--- config.mk ---
export PLATFORM = sky130hd
export DESIGN_NAME = id_hazard_ctrl_flat
export DESIGN_NICKNAME = d
export VERILOG_FILES = /design/src/rtl/id_hazard_if.sv /design/src/rtl/id_hazard_ctrl.sv /design/src/flat_wrapper.sv
export SDC_FILE = /design/constraint.sdc
export NUM_CORES = 1
export LEC_CHECK = 0
export ABC_AREA = 1
export CAP_MARGIN = 30
export CORE_MARGIN = 5
export CORE_UTILIZATION = 40
export DETAILED_ROUTE_END_ITERATION = 7
export PLACE_DENSITY = 0.82
export SLEW_MARGIN = 20
export SYNTH_ARGS = -nofsm -noshare
export SYNTH_HDL_FRONTEND = slang
export SYNTH_SLANG_ARGS = --single-unit
--- constraint.sdc ---
create_clock -name clk -period 2 [get_ports clk]
set_input_delay 0.5 -clock clk [delete_from_list [all_inputs] [get_ports clk]]
set_output_delay 0.5 -clock clk [all_outputs]
set_load 0.01 [all_outputs]
--- src/rtl/id_hazard_if.sv ---
// id_hazard_if: IF/ID + EX/MEM inputs and decoded ID/EX controls of the hazard controller
interface id_hazard_if;
    logic [31:0] instr_id;
    logic        MemRead_ex;
    logic [4:0]  rt_ex;
    logic        Jump_ex;
    logic        branch_taken_mem;
    logic        RegWrite_id;
    logic        MemtoReg_id;
    logic        Jump_id;
    logic        Branch_id;
    logic        MemRead_id;
    logic        MemWrite_id;
    logic        RegDst_id;
    logic        ALUSrc_id;
    logic [1:0]  ALUOp_id;
    logic        illegal_id;
    logic        pc_write;
    logic        if_id_write;
    logic        if_id_flush;
    logic        id_ex_flush;
    logic        ex_mem_flush;

    modport master (
        output instr_id, MemRead_ex, rt_ex, Jump_ex, branch_taken_mem,
        input  RegWrite_id, MemtoReg_id, Jump_id, Branch_id, MemRead_id, MemWrite_id,
               RegDst_id, ALUSrc_id, ALUOp_id, illegal_id,
               pc_write, if_id_write, if_id_flush, id_ex_flush, ex_mem_flush
    );

    modport slave (
        input  instr_id, MemRead_ex, rt_ex, Jump_ex, branch_taken_mem,
        output RegWrite_id, MemtoReg_id, Jump_id, Branch_id, MemRead_id, MemWrite_id,
               RegDst_id, ALUSrc_id, ALUOp_id, illegal_id,
               pc_write, if_id_write, if_id_flush, id_ex_flush, ex_mem_flush
    );
endinterface

--- src/rtl/id_hazard_ctrl.sv ---
// id_hazard_ctrl: ID main decoder with load-use stall, redirect flush and event counters
module id_hazard_ctrl #(
    parameter int IMEM_LAT = 1,
    parameter int CNT_W    = 16
) (
    input  logic             clk,
    input  logic             reset,
    input  logic             cnt_clr,
    id_hazard_if.slave       b,
    output logic [CNT_W-1:0] stall_cnt,
    output logic [CNT_W-1:0] flush_cnt
);
    localparam int RW = IMEM_LAT > 0 ? $clog2(IMEM_LAT + 1) : 1;
    localparam logic [5:0] OP_R    = 6'b000000;
    localparam logic [5:0] OP_LW   = 6'b100011;
    localparam logic [5:0] OP_SW   = 6'b101011;
    localparam logic [5:0] OP_BEQ  = 6'b000100;
    localparam logic [5:0] OP_ADDI = 6'b001000;
    localparam logic [5:0] OP_J    = 6'b000010;

    typedef enum logic [1:0] {RUN, STALL, FLUSH} state_t;

    state_t        state_q, state_d;
    logic [RW-1:0] rd_q, rd_d;
    logic [5:0]    op;
    logic [4:0]    rs, rt;
    logic [10:0]   dec;
    logic          hz, redir, stall, bubble;
    logic          unused_lo;

    assign op        = b.instr_id[31:26];
    assign rs        = b.instr_id[25:21];
    assign rt        = b.instr_id[20:16];
    assign unused_lo = ^b.instr_id[15:0];

    // main decoder: {RegDst ALUSrc MemtoReg RegWrite MemRead MemWrite Branch Jump ALUOp illegal}
    always_comb begin
        case (op)
            OP_R:    dec = 11'b1_0_0_1_0_0_0_0_10_0;
            OP_LW:   dec = 11'b0_1_1_1_1_0_0_0_00_0;
            OP_SW:   dec = 11'b0_1_0_0_0_1_0_0_00_0;
            OP_BEQ:  dec = 11'b0_0_0_0_0_0_1_0_01_0;
            OP_ADDI: dec = 11'b0_1_0_1_0_0_0_0_00_0;
            OP_J:    dec = 11'b0_0_0_0_0_0_0_1_00_0;
            default: dec = 11'b0_0_0_0_0_0_0_0_00_1;
        endcase
    end

    // hazard detection, redirect/stall priority and pipeline register controls
    always_comb begin
        hz     = b.MemRead_ex && b.rt_ex != 5'd0 &&
                 (b.rt_ex == rs || (b.rt_ex == rt && (op == OP_R || op == OP_SW || op == OP_BEQ)));
        redir  = b.branch_taken_mem || b.Jump_ex;
        stall  = state_q == RUN && hz && !redir;
        bubble = !reset || redir || stall || state_q == FLUSH;
        b.pc_write     = reset && !stall;
        b.if_id_write  = reset && !stall;
        b.if_id_flush  = !reset || redir || state_q == FLUSH;
        b.id_ex_flush  = !reset || redir;
        b.ex_mem_flush = !reset || b.branch_taken_mem;
        {b.RegDst_id, b.ALUSrc_id, b.MemtoReg_id, b.RegWrite_id, b.MemRead_id,
         b.MemWrite_id, b.Branch_id, b.Jump_id, b.ALUOp_id, b.illegal_id} = bubble ? 11'd0 : dec;
    end

    // next state: a redirect (re)starts the wrong-path flush window; STALL blocks a second stall
    always_comb begin
        state_d = state_q;
        rd_d    = rd_q;
        if (redir) begin
            state_d = IMEM_LAT > 0 ? FLUSH : RUN;
            rd_d    = RW'(IMEM_LAT);
        end else if (state_q == FLUSH) begin
            state_d = rd_q > RW'(1) ? FLUSH : RUN;
            rd_d    = rd_q > RW'(0) ? rd_q - RW'(1) : RW'(0);
        end else begin
            state_d = stall ? STALL : RUN;
        end
    end

    // state and flush-window register
    always_ff @(posedge clk or negedge reset) begin
        if (!reset) begin
            state_q <= RUN;
            rd_q    <= '0;
        end else begin
            state_q <= state_d;
            rd_q    <= rd_d;
        end
    end

    // saturating stall/redirect event counters, clear wins over increment
    always_ff @(posedge clk or negedge reset) begin
        if (!reset) begin
            stall_cnt <= '0;
            flush_cnt <= '0;
        end else if (cnt_clr) begin
            stall_cnt <= '0;
            flush_cnt <= '0;
        end else begin
            if (stall && !(&stall_cnt)) stall_cnt <= stall_cnt + CNT_W'(1);
            if (redir && !(&flush_cnt)) flush_cnt <= flush_cnt + CNT_W'(1);
        end
    end
endmodule

--- src/flat_wrapper.sv ---
// flat-port wrapper written by rule: the top's interface ports become plain ports
module id_hazard_ctrl_flat 
#(
    parameter int IMEM_LAT = 1,
    parameter int CNT_W    = 16
)
  (clk, reset, cnt_clr, stall_cnt, flush_cnt, b_instr_id, b_MemRead_ex, b_rt_ex, b_Jump_ex, b_branch_taken_mem, b_RegWrite_id, b_MemtoReg_id, b_Jump_id, b_Branch_id, b_MemRead_id, b_MemWrite_id, b_RegDst_id, b_ALUSrc_id, b_ALUOp_id, b_illegal_id, b_pc_write, b_if_id_write, b_if_id_flush, b_id_ex_flush, b_ex_mem_flush);
  id_hazard_if b_i ();
  input  logic clk;
  input  logic reset;
  input  logic cnt_clr;
  output logic [CNT_W-1:0] stall_cnt;
  output logic [CNT_W-1:0] flush_cnt;
  input wire logic [$bits(b_i.instr_id)-1:0] b_instr_id;
  input wire logic [$bits(b_i.MemRead_ex)-1:0] b_MemRead_ex;
  input wire logic [$bits(b_i.rt_ex)-1:0] b_rt_ex;
  input wire logic [$bits(b_i.Jump_ex)-1:0] b_Jump_ex;
  input wire logic [$bits(b_i.branch_taken_mem)-1:0] b_branch_taken_mem;
  output wire logic [$bits(b_i.RegWrite_id)-1:0] b_RegWrite_id;
  output wire logic [$bits(b_i.MemtoReg_id)-1:0] b_MemtoReg_id;
  output wire logic [$bits(b_i.Jump_id)-1:0] b_Jump_id;
  output wire logic [$bits(b_i.Branch_id)-1:0] b_Branch_id;
  output wire logic [$bits(b_i.MemRead_id)-1:0] b_MemRead_id;
  output wire logic [$bits(b_i.MemWrite_id)-1:0] b_MemWrite_id;
  output wire logic [$bits(b_i.RegDst_id)-1:0] b_RegDst_id;
  output wire logic [$bits(b_i.ALUSrc_id)-1:0] b_ALUSrc_id;
  output wire logic [$bits(b_i.ALUOp_id)-1:0] b_ALUOp_id;
  output wire logic [$bits(b_i.illegal_id)-1:0] b_illegal_id;
  output wire logic [$bits(b_i.pc_write)-1:0] b_pc_write;
  output wire logic [$bits(b_i.if_id_write)-1:0] b_if_id_write;
  output wire logic [$bits(b_i.if_id_flush)-1:0] b_if_id_flush;
  output wire logic [$bits(b_i.id_ex_flush)-1:0] b_id_ex_flush;
  output wire logic [$bits(b_i.ex_mem_flush)-1:0] b_ex_mem_flush;
  assign b_i.instr_id = b_instr_id;
  assign b_i.MemRead_ex = b_MemRead_ex;
  assign b_i.rt_ex = b_rt_ex;
  assign b_i.Jump_ex = b_Jump_ex;
  assign b_i.branch_taken_mem = b_branch_taken_mem;
  assign b_RegWrite_id = b_i.RegWrite_id;
  assign b_MemtoReg_id = b_i.MemtoReg_id;
  assign b_Jump_id = b_i.Jump_id;
  assign b_Branch_id = b_i.Branch_id;
  assign b_MemRead_id = b_i.MemRead_id;
  assign b_MemWrite_id = b_i.MemWrite_id;
  assign b_RegDst_id = b_i.RegDst_id;
  assign b_ALUSrc_id = b_i.ALUSrc_id;
  assign b_ALUOp_id = b_i.ALUOp_id;
  assign b_illegal_id = b_i.illegal_id;
  assign b_pc_write = b_i.pc_write;
  assign b_if_id_write = b_i.if_id_write;
  assign b_if_id_flush = b_i.if_id_flush;
  assign b_id_ex_flush = b_i.id_ex_flush;
  assign b_ex_mem_flush = b_i.ex_mem_flush;
  id_hazard_ctrl #(.IMEM_LAT(IMEM_LAT), .CNT_W(CNT_W)) u_core (.clk(clk), .reset(reset), .cnt_clr(cnt_clr), .b(b_i), .stall_cnt(stall_cnt), .flush_cnt(flush_cnt));
endmodule
# ---- Word-level counts from Yosys, hierarchy flattened
# Cells that the tools add are included.
dict set report classes {
  order_cmp 2
  eq_ne 8
  add_sub_neg 3
  muxes 13
  n_reduce_logical 30
}
# cell n
set ops {}
lappend ops {{case mux 11 bit (6 select lines)} 1}
lappend ops {{two-way mux 16 bit} 4}
lappend ops {{adder 16 x 1 -> 16 bit (second input constant)} 2}
lappend ops {{AND reduction 16 bit} 2}
lappend ops {{equality test 6 bit (second input constant)} 2}
lappend ops {{two-way mux 11 bit} 1}
lappend ops {{equality test 5 bit} 2}
lappend ops {{logical OR 1 bit} 9}
lappend ops {{logical AND 1 bit} 8}
lappend ops {{equality test 6 x 2 -> 1 bit (second input constant)} 1}
lappend ops {{equality test 6 x 3 -> 1 bit (second input constant)} 1}
lappend ops {{equality test 6 x 4 -> 1 bit (second input constant)} 1}
lappend ops {{logical NOT 6 bit} 1}
lappend ops {{two-way mux 2 bit} 3}
lappend ops {{nonzero test 2 bit} 3}
lappend ops {{logical NOT 1 bit} 5}
lappend ops {{nonzero test 5 bit} 1}
lappend ops {{two-way mux 1 bit} 4}
lappend ops {{equality test 2 bit (second input constant)} 1}
lappend ops {{greater-than comparator 1 bit (second input constant)} 2}
lappend ops {{logical NOT 2 bit} 1}
lappend ops {{subtractor 1 bit (second input constant)} 1}
dict set report totals {
  out_inout_bits 48
  input_bits 43
  register_bits 35
  elab_cells 60
}

# ---- Depth between registers and ports, before layout
# Gate-level depths: netlist of the first run.
dict set report depth {
  word_depth 11
  depth_mapped 12
  ltp_nobuf 11
}

# ---- Worst setup path before layout of the first run
# Ideal clock, no wire load.
dict set report synth_timing {
  path_type {input to output}
  start {input b_instr_id[30]}
  end {output b_ALUOp_id[0]}
  slack_ns -0.167
  arrival_ns 1.667
  t_required_ns 1.500
  path_stages 11
  path_buffers 1
  path_cell_list {inv_1 > nand2_1 > nor2_1 > nand2_1 > nand3_1 > nand2_1 > nand2_1 > nand2_1 > nand4_1 > nor2_1 > buf_4}
}
dict set report synth_via {
  elab_chain_len 11
  word_cells_on_any_way 17
  classes_between {5 x eq/ne; 2 x mux; 10 x reduce/logical}
}
# element line
set synth_rtl {}
lappend synth_rtl {{start, declared} flat_wrapper.sv:14} ;# input wire logic [$bits(b_i.instr_id)-1:0] b_instr_id;
lappend synth_rtl {{equality test 6 bit or logical NOT 6 bit (tied branches)} {id_hazard_ctrl.sv:38, id_hazard_ctrl.sv:52}}
lappend synth_rtl {{logical OR 1 bit (2 in series)} id_hazard_ctrl.sv:52} ;# (b.rt_ex == rs || (b.rt_ex == rt && (op == OP_R || op == OP_SW || op == OP_BEQ)));
lappend synth_rtl {{logical AND 1 bit} id_hazard_ctrl.sv:52}
lappend synth_rtl {{logical OR 1 bit} id_hazard_ctrl.sv:52}
lappend synth_rtl {{logical AND 1 bit} id_hazard_ctrl.sv:51} ;# hz = b.MemRead_ex && b.rt_ex != 5'd0 &&
lappend synth_rtl {{logical AND 1 bit (2 in series)} id_hazard_ctrl.sv:54} ;# stall = state_q == RUN && hz && !redir;
lappend synth_rtl {{logical OR 1 bit (2 in series)} id_hazard_ctrl.sv:55} ;# bubble = !reset || redir || stall || state_q == FLUSH;
lappend synth_rtl {{two-way mux 11 bit (*)} id_hazard_ctrl.sv:62} ;# b.MemWrite_id, b.Branch_id, b.Jump_id, b.ALUOp_id, b.illegal_id} = bubble ? 11'd0 : dec;
lappend synth_rtl {{end, declared} flat_wrapper.sv:27} ;# output wire logic [$bits(b_i.ALUOp_id)-1:0] b_ALUOp_id;
# Every way passes the cells marked *; elsewhere a longest branch is shown, timed or not.

# ---- Worst setup path after layout of the first run
dict set report layout_timing {
  start {input b_instr_id[18]}
  end {output b_MemWrite_id}
}
dict set report layout_via {
  elab_chain_len 9
}
# element line
set layout_rtl {}
lappend layout_rtl {{equality test 5 bit} id_hazard_ctrl.sv:52}
lappend layout_rtl {{logical AND 1 bit} id_hazard_ctrl.sv:52}
lappend layout_rtl {{logical OR 1 bit} id_hazard_ctrl.sv:52}
lappend layout_rtl {{logical AND 1 bit} id_hazard_ctrl.sv:51}
lappend layout_rtl {{logical AND 1 bit (2 in series)} id_hazard_ctrl.sv:54}
lappend layout_rtl {{logical OR 1 bit (2 in series)} id_hazard_ctrl.sv:55}
lappend layout_rtl {{two-way mux 11 bit} id_hazard_ctrl.sv:62}
lappend layout_rtl {{end, declared} flat_wrapper.sv:24} ;# output wire logic [$bits(b_i.MemWrite_id)-1:0] b_MemWrite_id;
# No other way between the ends.

==> flow_metrics.tcl, run 1 <==
set metrics [dict create \
    clock_skew_ps 9.944 \
    routed_wirelength_mm 7.593 \
    die_w_microns 87.98 \
    layout.cells.most_common "nand2_1" \
    dpl_worst_slack_ps -1078 \
    finalHoldViolations 0 \
    area.growth.synth_to_final_pct 53.24 \
    clk_pin_slew_worst_paths_ps 80 \
    start_util_pct 41.08 \
    grt_first_pass_wirelength_mm 12.40 \
    cellPowerDensity_mw_per_mm2 419.5 \
    grt_setup_unrepaired "true" \
    critical_path.reg2reg.endpoint "u_core.flush_cnt[8]" \
    design.final.nets 511 \
    crit_fanout 8 \
    antenna-diode-count 0 \
    cap_violations 0 \
    cts.sink_count 34 \
    ctsHoldBuffers 0 \
    firstDrtPassIters 4 \
    timing.reg2reg.setup_slack_ps 210 \
    detail-route-antenna-nets 0 \
    grt_pass1_vias 2802 \
    final_period_demand_of_the_worst_path_ps 2176 \
    avgRoutedWirePerCell_microns 14.01 \
    syn-cell-area_sq_mm 0.002432 \
    viasPerCell 5.120 \
    placeableCoreArea_sq_mm 0.005921 \
    global_route.usage.total_pct 19.89 \
    dpl_cell_area_sq_mm 0.003416 \
    max_freq_mhz 459.5 \
    grt_max_degree 22 \
    number_of_antenna_violations_at_the_first_check_in_global_routing 0 \
    seq_area_frac_synth_pct 34.98 \
    mostFrequentLayoutCells "84 x nand2_1, 46 x nor2_1, 38 x nand3_1" \
    synth.distinct_cells 30 \
    cts_max_level 2 \
    clockRootBuffer "clkbuf_8" \
    max_slew.worst_pin.slew_ps 511.8 \
    final_layout_size_suffix_gt1_share_pct 27.41 \
    nFillCells 529 \
    yosysWarningCount 0 \
    detailedPlacementHpwl_mm 5.178 \
    worst_r2r_path_depth 12 \
    failed_checks "setup timing" \
    finalWeightedCongestion 0.8943 \
    worst_slack_ps -176.1 \
    max_slew_margin_pct 65.62 \
    worst_setup_path_start_kind "input port" \
    cts_buffers 5 \
    fp.dieArea_sq_mm 0.007740 \
    report.final.slew_viol_count 0 \
    cts_tree "built" \
    synthesis.instances 355 \
    crit_required_ps 1500 \
    postLayoutCellArea_sq_mm 0.003727 \
    port-buffer-count 74 \
    timing.critical_path.arrival_ps 1680 \
    rows 28 \
    setup_violations 13 \
    dr_drc_count 0 \
    hold_path.class "in2async" \
    static-leakage-power_uw 0.001699 \
    worst_ir_drop_vdd_mv 0.4383 \
    postSynthAreaPerCell_sq_um 6.852 \
    drt_iter0_drc 142 \
    globalRoute.totalOverflow 0 \
    report.power.total_uw 1564 \
    reg2reg_launch_point "u_core.flush_cnt[0]" \
    fp.dieH_microns 87.98 \
    dr_total_vias 2775 \
    pin_count 91 \
    worst-setup-path-type "in2out" \
    mappedNetlistNets 400 \
    result_of_the_run "complete, but fails checks" \
    clk-insertion-delay-late_ps 290 \
    postSynthRegisterBits 34 \
    ctsLongestPathBuffers 2 \
    finalCritPeriodShare_pct 108.8 \
    critPathCaptureType "output port" \
]
==> Yosys cell counts <==
master,number,area [sq um]
xor2_1,12,105.1
o21ai_0,11,55.05
a21oi_1,10,50.05
nand2_4,2,22.52
nand4_1,7,43.79
dfrtp_1,34,850.8
nand4_2,1,12.51
nor3_2,1,10.01
nor2_1,59,221.5
o22ai_1,1,6.260
and3_1,1,6.260
o31ai_1,1,7.510
o21ai_4,1,16.27
ha_1,2,25.02
nor3_1,16,80.08
clkbuf_1,2,7.510
nand2_1,89,334.1
inv_1,38,142.6
nand2_2,4,25.02
buf_4,4,30.03
nor2_2,1,6.260
dlygate4sd1_1,3,26.28
buf_6,2,22.52
a31o_2,1,8.760
nand3_1,39,195.2
nor2_4,3,33.78
nand4_4,1,21.27
o21ai_1,3,15.01
xnor2_1,5,43.79
o21bai_1,1,7.510
==> cells by family (layout without fill, tap and decap cells) <==
group / Yosys count / count (layout) / synth area share, %
DFF: 34 / 34 / 34.98
xor gates and xnor gates: 17 / 17 / 6.121
AOI/OAI and AO/OA: 29 / 29 / 6.842
buffers and inverters: 49 / 160 / 9.414
and+or+nand+nor: 224 / 225 / 41.62
adders and majority gates: 2 / 2 / 1.029
==> repair_timing <==
action                     in CTS  in global routing
cloned                          1                  1
resized for setup             192                 16
buffers inserted               17                  0
setup endpoints to repair      21                 31
pin swaps                      44                  6
==> state kept, by name (all words and copies together) (netlist names) <==
signal / count
u_core.state_q: 2
u_core.stall_cnt: 16
u_core.flush_cnt: 16
==> cell type report <==
type	count	area, sq um	area share (%)
multi-input combinational	273	1491	40.01
clock buffer	6	82.58	2.216
tap	75	93.84	2.518
timing repair buffer	114	1044	28.00
clock inverter	2	12.51	0.3357
inverter	38	152.6	4.095
sequential	34	850.8	22.83
==> report_power, final <==
group          switching, uW  total, uW  internal, uW
sequential              19.1        720           701
combinational            153        303           150
clock                    263        540           277
total                    436       1560          1130
==> through the flow <==
stage | hold WS (ps) | cells | TNS, ps | utilization, %
6_report | 154.6 | 542 | -2071 | 62.95
5_1_grt | 166.5 | 542 | -2771 | 62.95
4_1_cts | 157.6 | 543 | -1350 | 61.77
3_5_place_dp | 471.3 | 518 | -19610 | 57.69
3_3_place_gp | 474.3 | 518 | -17290 | 57.69
2_1_floorplan | 204.4 | 355 | -487.7 | -
==> critical path: stages <==
cell     delay [ps]
buf_6           100
xnor2_2         160
nand3_1         110
nor2_1          150
nand2_1          80
nand2_2          70
nand2_2          50
nand4_1          90
buf_6           180
nor2_2           50
buf_2           140
==> per-layer routing <==
| metal | wire length, microns | up-vias | GRT usage (%) | part of all wire [%] |
|---|---|---|---|---|
| met2 | 3801 | 104 | 35.89 | 50 |
| met5 | 0 | - | 0 | 0 |
| li1 | - | 1357 | - | - |
| met3 | 491 | 20 | 3.387 | 6.5 |
| met4 | 165 | 0 | 7.671 | 2.2 |
| met1 | 3134 | 1294 | 23.39 | 41 |
==> how the worst max path moves through the flow <==
stage | to | depth (start not counted) | start
final | b_MemWrite_id | 11 | b_instr_id[18]
after global routing | b_MemWrite_id | 13 | b_rt_ex[3]
after CTS | b_MemWrite_id | 13 | b_rt_ex[4]
after detailed placement | b_Branch_id | 11 | b_instr_id[30]
after global placement | b_Branch_id | 11 | b_instr_id[30]
after floorplan | b_ALUOp_id[0] | 10 | b_instr_id[29]
Power figures use the tool's default switching activity.
==> run 2: changes to the inputs <==
GPL_TIMING_DRIVEN = 0   (was not set)
==> flow_metrics.tcl, run 2 (same netlist as run 1, synthesis figures left out) <==
set metrics [dict create \
    result_of_the_run "complete, but fails checks" \
    failed_checks "setup timing" \
    max_slew.worst_pin.slew_ps 498.7 \
    clk-insertion-delay-late_ps 280 \
    hold_path.class "in2async" \
    worst_setup_path_start_kind "input port" \
    max_stage_delay_ps 160 \
    globalRoute.totalOverflow 0 \
    worst-setup-path-type "in2out" \
    dpl_worst_slack_ps -1430 \
    comb_power_share_pct 16.9 \
    detailedPlacementHpwl_mm 5.050 \
    start_util_pct 41.08 \
    power_switching_uw 434.8 \
    static-leakage-power_uw 0.001624 \
    fp.dieH_microns 87.98 \
    critPathCaptureType "output port" \
    global_route.usage.total_pct 18.90 \
    critPathMostFrequentCell "buf_6" \
    totalNegativeSetupSlack_ps -2424 \
    drt_iter0_drc 108 \
    finalCritPeriodShare_pct 113.1 \
    final_period_demand_of_the_worst_path_ps 2261 \
    crit_fanout 8 \
    max_slew_margin_pct 66.76 \
    grt_setup_unrepaired "true" \
    worst_ir_drop_vdd_mv 0.3757 \
    dr_drc_count 0 \
    layout.cells.most_common "nand2_1" \
    nFillCells 531 \
    cap_violations 0 \
    layout_top_registers "u_core.flush_cnt: 16 flops, u_core.stall_cnt: 16 flops, u_core.state_q: 2 flops" \
    grt_pass1_vias 2627 \
    clockRootBuffer "clkbuf_8" \
    slowest_stage "buf_6" \
    grt_first_pass_wirelength_mm 11.72 \
    routed_wirelength_mm 7.082 \
    pwr-share-seq_pct 44.0 \
    antenna-diode-count 0 \
    finalHoldViolations 0 \
    final_layout_size_suffix_gt1_share_pct 24.40 \
    cts_buffers 5 \
    pin_count 91 \
    area.growth.synth_to_final_pct 47.58 \
    crit_required_ps 1500 \
    cellPowerDensity_mw_per_mm2 456.5 \
    power_report.internal_total_uw 1204 \
    mostFrequentLayoutCells "85 x nand2_1, 48 x nor2_1, 38 x nand3_1" \
    rows 28 \
    max_freq_mhz 442.2 \
    port-buffer-count 74 \
    sw_frac_of_total_pct 26.53 \
    cts_tree "built" \
    clock_skew_ps 2.890 \
    number_of_antenna_violations_at_the_first_check_in_global_routing 0 \
    worst_r2r_path_depth 10 \
    die_w_microns 87.98 \
    setup_violations 13 \
    ctsHoldBuffers 0 \
    cts.sink_count 34 \
    critical_path.cell_chain "buf_6 -> nor2_4 -> nand4_1 -> nand3_1 -> nand2_1 -> nand2_2 -> nand2_2 -> nand4_1 -> buf_6 -> nor2_4 -> buf_6 -> buf_6" \
    timing.critical_path.arrival_ps 1760 \
    firstDrtPassIters 4 \
    avgRoutedWirePerCell_microns 13.26 \
    clock_power_share_pct 39.1 \
    report.final.slew_viol_count 0 \
    fp.dieArea_sq_mm 0.007740 \
    clk_pin_slew_worst_paths_ps 70 \
    crit_family "simple AND/OR/NAND/NOR gates" \
    cts_max_level 2 \
    dr_total_vias 2709 \
    grt_max_degree 24 \
    ctsLongestPathBuffers 2 \
    viasPerCell 5.073 \
    detail-route-antenna-nets 0 \
    worst_slack_ps -261.5 \
    design.final.nets 503 \
    finalWeightedCongestion 0.9216 \
    crit_cells 12 \
    cp_num_buf_inv 4 \
    placeableCoreArea_sq_mm 0.005921 \
]
==> run 2: changes by cell type in the layout (fill, tap and decap cells not counted), moves of 3 or more <==
cell / previous run / this run
buf_12: 3 / 0
buf_4: 37 / 20
inv_2: 3 / 6
dlygate4sd2_1: 2 / 5
buf_2: 15 / 22
==> run 2: metal layers <==
metal / GRT usage [%] / up-vias / share of wire [%]
li1: - / 1345 / -
met5: 0 / - / 0
met4: 6.555 / 0 / 1.7
met2: 33.49 / 109 / 49
met1: 22.32 / 1241 / 41
met3: 4.327 / 14 / 8.0
==> run 2: worst paths after layout <==
path	start	endpoint	slack, ps
worst max-delay path	b_instr_id[31]	b_MemtoReg_id	-260
worst min-delay path	reset	u_core.stall_cnt[7]	20
worst max register to register	u_core.stall_cnt[5]	u_core.stall_cnt[6]	200
worst min register to register	u_core.flush_cnt[3]	u_core.flush_cnt[3]	540
max in group asynchronous	reset	u_core.flush_cnt[15]	1650
min in group clk	u_core.flush_cnt[3]	u_core.flush_cnt[3]	540
==> run 2: stage by stage <==
step / utilization, % / power [uW] / instances / hold slack (ps) / instance area (sq um)
detailed placement: 56.02 / 989.1 / 505 / 462.1 / 3317
floorplan: - / 842.0 / 355 / 204.4 / 2460
global route: 60.63 / 1712 / 534 / 19.39 / 3590
CTS: 59.87 / 1651 / 533 / 29.16 / 3545
global placement: 55.64 / 978.0 / 504 / 512.8 / 3294
finish: 60.63 / 1639 / 534 / 17.56 / 3590
==> run 2: layout make-up <==
class	count	area (sq um)	area share, %
Buffer	11	93.84	2.614
Clock buffer	5	68.82	1.917
Clock inverter	3	45.04	1.255
Inverter	38	150.1	4.183
Multi-Input combinational cell	272	1445	40.26
Sequential cell	34	850.8	23.70
Tap cell	75	93.84	2.614
Timing Repair Buffer	96	842.1	23.46
==> run 2: power groups by stage <==
stage	Sequential (uW)	Combinational (uW)	Clock [uW]
floorplan	736	106	0
CTS	720	267	664
detailed placement	734	256	0
global placement	734	244	0
global route	724	303	685
finish	721	277	641
==> run 2: what timing repair did <==
action                                 in CTS  in global routing
resized for setup                         176                 11
setup endpoints to repair                  26                 29
pin swaps                                  36                 13
endpoints found under the hold margin       0                  0
setup buffers                              20                  1
==> run 3: changes to the inputs <==
CORE_UTILIZATION = 45   (was 40)
CTS_CLUSTER_DIAMETER = 60   (was not set)
PLACE_DENSITY = 0.87   (was 0.82)
clock period = 2.3 ns   (was 2 ns; I/O delays follow)
==> flow_metrics.tcl, run 3 (same netlist as run 1, synthesis figures left out) <==
set metrics [dict create \
    result_of_the_run "complete, but fails checks" \
    failed_checks "setup timing" \
    crit_fanout 7 \
    avgRoutedWirePerCell_microns 14.95 \
    report.final.slew_viol_count 0 \
    grt_pass1_vias 2786 \
    cts_max_level 2 \
    grt_first_pass_wirelength_mm 12.77 \
    area.growth.synth_to_final_pct 47.69 \
    viasPerCell 5.421 \
    max_slew.worst_pin.slew_ps 580.5 \
    cellPowerDensity_mw_per_mm2 358.3 \
    clk_pin_slew_worst_paths_ps 70 \
    final_period_demand_of_the_worst_path_ps 2386 \
    worst_slack_ps -86.21 \
    global_route.usage.total_pct 21.78 \
    mostFrequentLayoutCells "86 x nand2_1, 48 x nor2_1, 37 x nand3_1" \
    postLayoutCellArea_sq_mm 0.003592 \
    layout_top_registers "u_core.flush_cnt: 16 flops, u_core.stall_cnt: 16 flops, u_core.state_q: 2 flops" \
    cts.sink_count 34 \
    grt_max_degree 33 \
    final_cell_utilization_of_the_core_pct 69.45 \
    cts_buffers 5 \
    setup_violations 8 \
    cts_tree "built" \
    start_util_pct 47.02 \
    max_slew_margin_pct 61.16 \
    crit_start "b_instr_id[30]" \
    port-buffer-count 74 \
    rows 26 \
    detail-route-antenna-nets 0 \
    layout.cells.most_common "nand2_1" \
    worst_setup_path_start_kind "input port" \
    hold-worst-slack_ps 139.7 \
    placeableCoreArea_sq_mm 0.005172 \
    grt_setup_unrepaired "true" \
    detailedPlacementHpwl_mm 5.271 \
    finalCritPeriodShare_pct 103.7 \
    clk-insertion-delay-late_ps 280 \
    dr_drc_count 0 \
    reg2reg_launch_point "u_core.flush_cnt[0]" \
    clock_skew_ps 3.643 \
    fp.dieArea_sq_mm 0.006976 \
    ctsLongestPathBuffers 2 \
    hold_path.class "in2async" \
    finalWeightedCongestion 0.9297 \
    critPathCaptureType "output port" \
    routed_wirelength_mm 7.954 \
    dr_total_vias 2884 \
    die_w_microns 83.52 \
    antenna-diode-count 0 \
    final_layout_size_suffix_gt1_share_pct 24.03 \
    drt_iter0_drc 218 \
    ff_latch_area_sq_um 850.8 \
    crit_required_ps 1730 \
    max_freq_mhz 419.1 \
    dpl_cell_area_sq_mm 0.003276 \
    worst-setup-path-type "in2out" \
    design.final.nets 507 \
    clockRootBuffer "clkbuf_8" \
    dpl_worst_slack_ps -1203 \
    finalHoldViolations 0 \
    worst_ir_drop_vdd_mv 0.2173 \
    static-leakage-power_uw 0.001638 \
    multiInputGateArea_sq_mm 0.001445 \
    fp.dieH_microns 83.52 \
    nFillCells 404 \
    firstDrtPassIters 5 \
    number_of_antenna_violations_at_the_first_check_in_global_routing 0 \
    pin_count 91 \
    cap_violations 0 \
    timing.critical_path.arrival_ps 1810 \
    globalRoute.totalOverflow 0 \
    totalNegativeSetupSlack_ps -467.3 \
]
run 3: path summary, 6_finish.rpt:
| kind | cells past startpoint | slack, ps | end |
|---|---|---|---|
| max | 14 | -90 | b_illegal_id |
| min | 1 | 140 | u_core.stall_cnt[8] |
| max reg2reg | 11 | 220 | u_core.flush_cnt[8] |
| min reg2reg | 1 | 530 | u_core.flush_cnt[3] |
| max in group asynchronous | 2 | 1730 | u_core.stall_cnt[13] |
| min in group clk | 1 | 530 | u_core.flush_cnt[3] |
run 3: area by class of cell:
cell class | instances | share of cell area [%]
buffer | 11 | 2.821
clock buffer | 7 | 2.125
inverter | 38 | 3.971
multi-input combinational | 272 | 40.23
sequential | 34 | 23.69
tap | 70 | 2.438
timing repair buffer | 100 | 24.73
run 3: metal layers:
metal	up-vias	global-route usage (%)	routed length [microns]
met1	1360	26.24	3251
li1	1354	-	-
met2	150	38.05	3958
met3	20	5.331	573
met5	-	0	0
met4	0	7.018	170
run 3: per-stage QoR:
step                      cells  total power (uW)
after CTS                   526              1288
after global placement      499             847.2
final                       532              1287
after global routing        532              1349
after floorplan             355             730.0
after detailed placement    500             857.5
run 3: critical path, cell delays in order:
cell and delay (ps):
buf_8 100, inv_2 50, nand2_2 50, nor2_2 110, nand2_1 90, nand3_1 100
nand2_1 60, nand2_2 80, nand2_2 70, nand4_1 90, buf_6 160, buf_6 110
nor2_2 30, buf_2 130
run 3: what timing repair did:
action / in CTS / in global routing
endpoints found under the hold margin: 0 / 0
hold buffers: 0 / 0
setup endpoints to repair: 15 / 24
cloned: 0 / 0
pin swaps: 34 / 24
buffers inserted: 19 / 6
resized for setup: 179 / 20
run 3: where the power goes:
part | leakage, uW | internal (uW) | switching, uW | total, uW
registers | 0.000467 | 610 | 17.2 | 628
clock network | 0.0000383 | 208 | 202 | 411
logic | 0.00113 | 117 | 131 | 249
total | 0.00164 | 936 | 351 | 1290
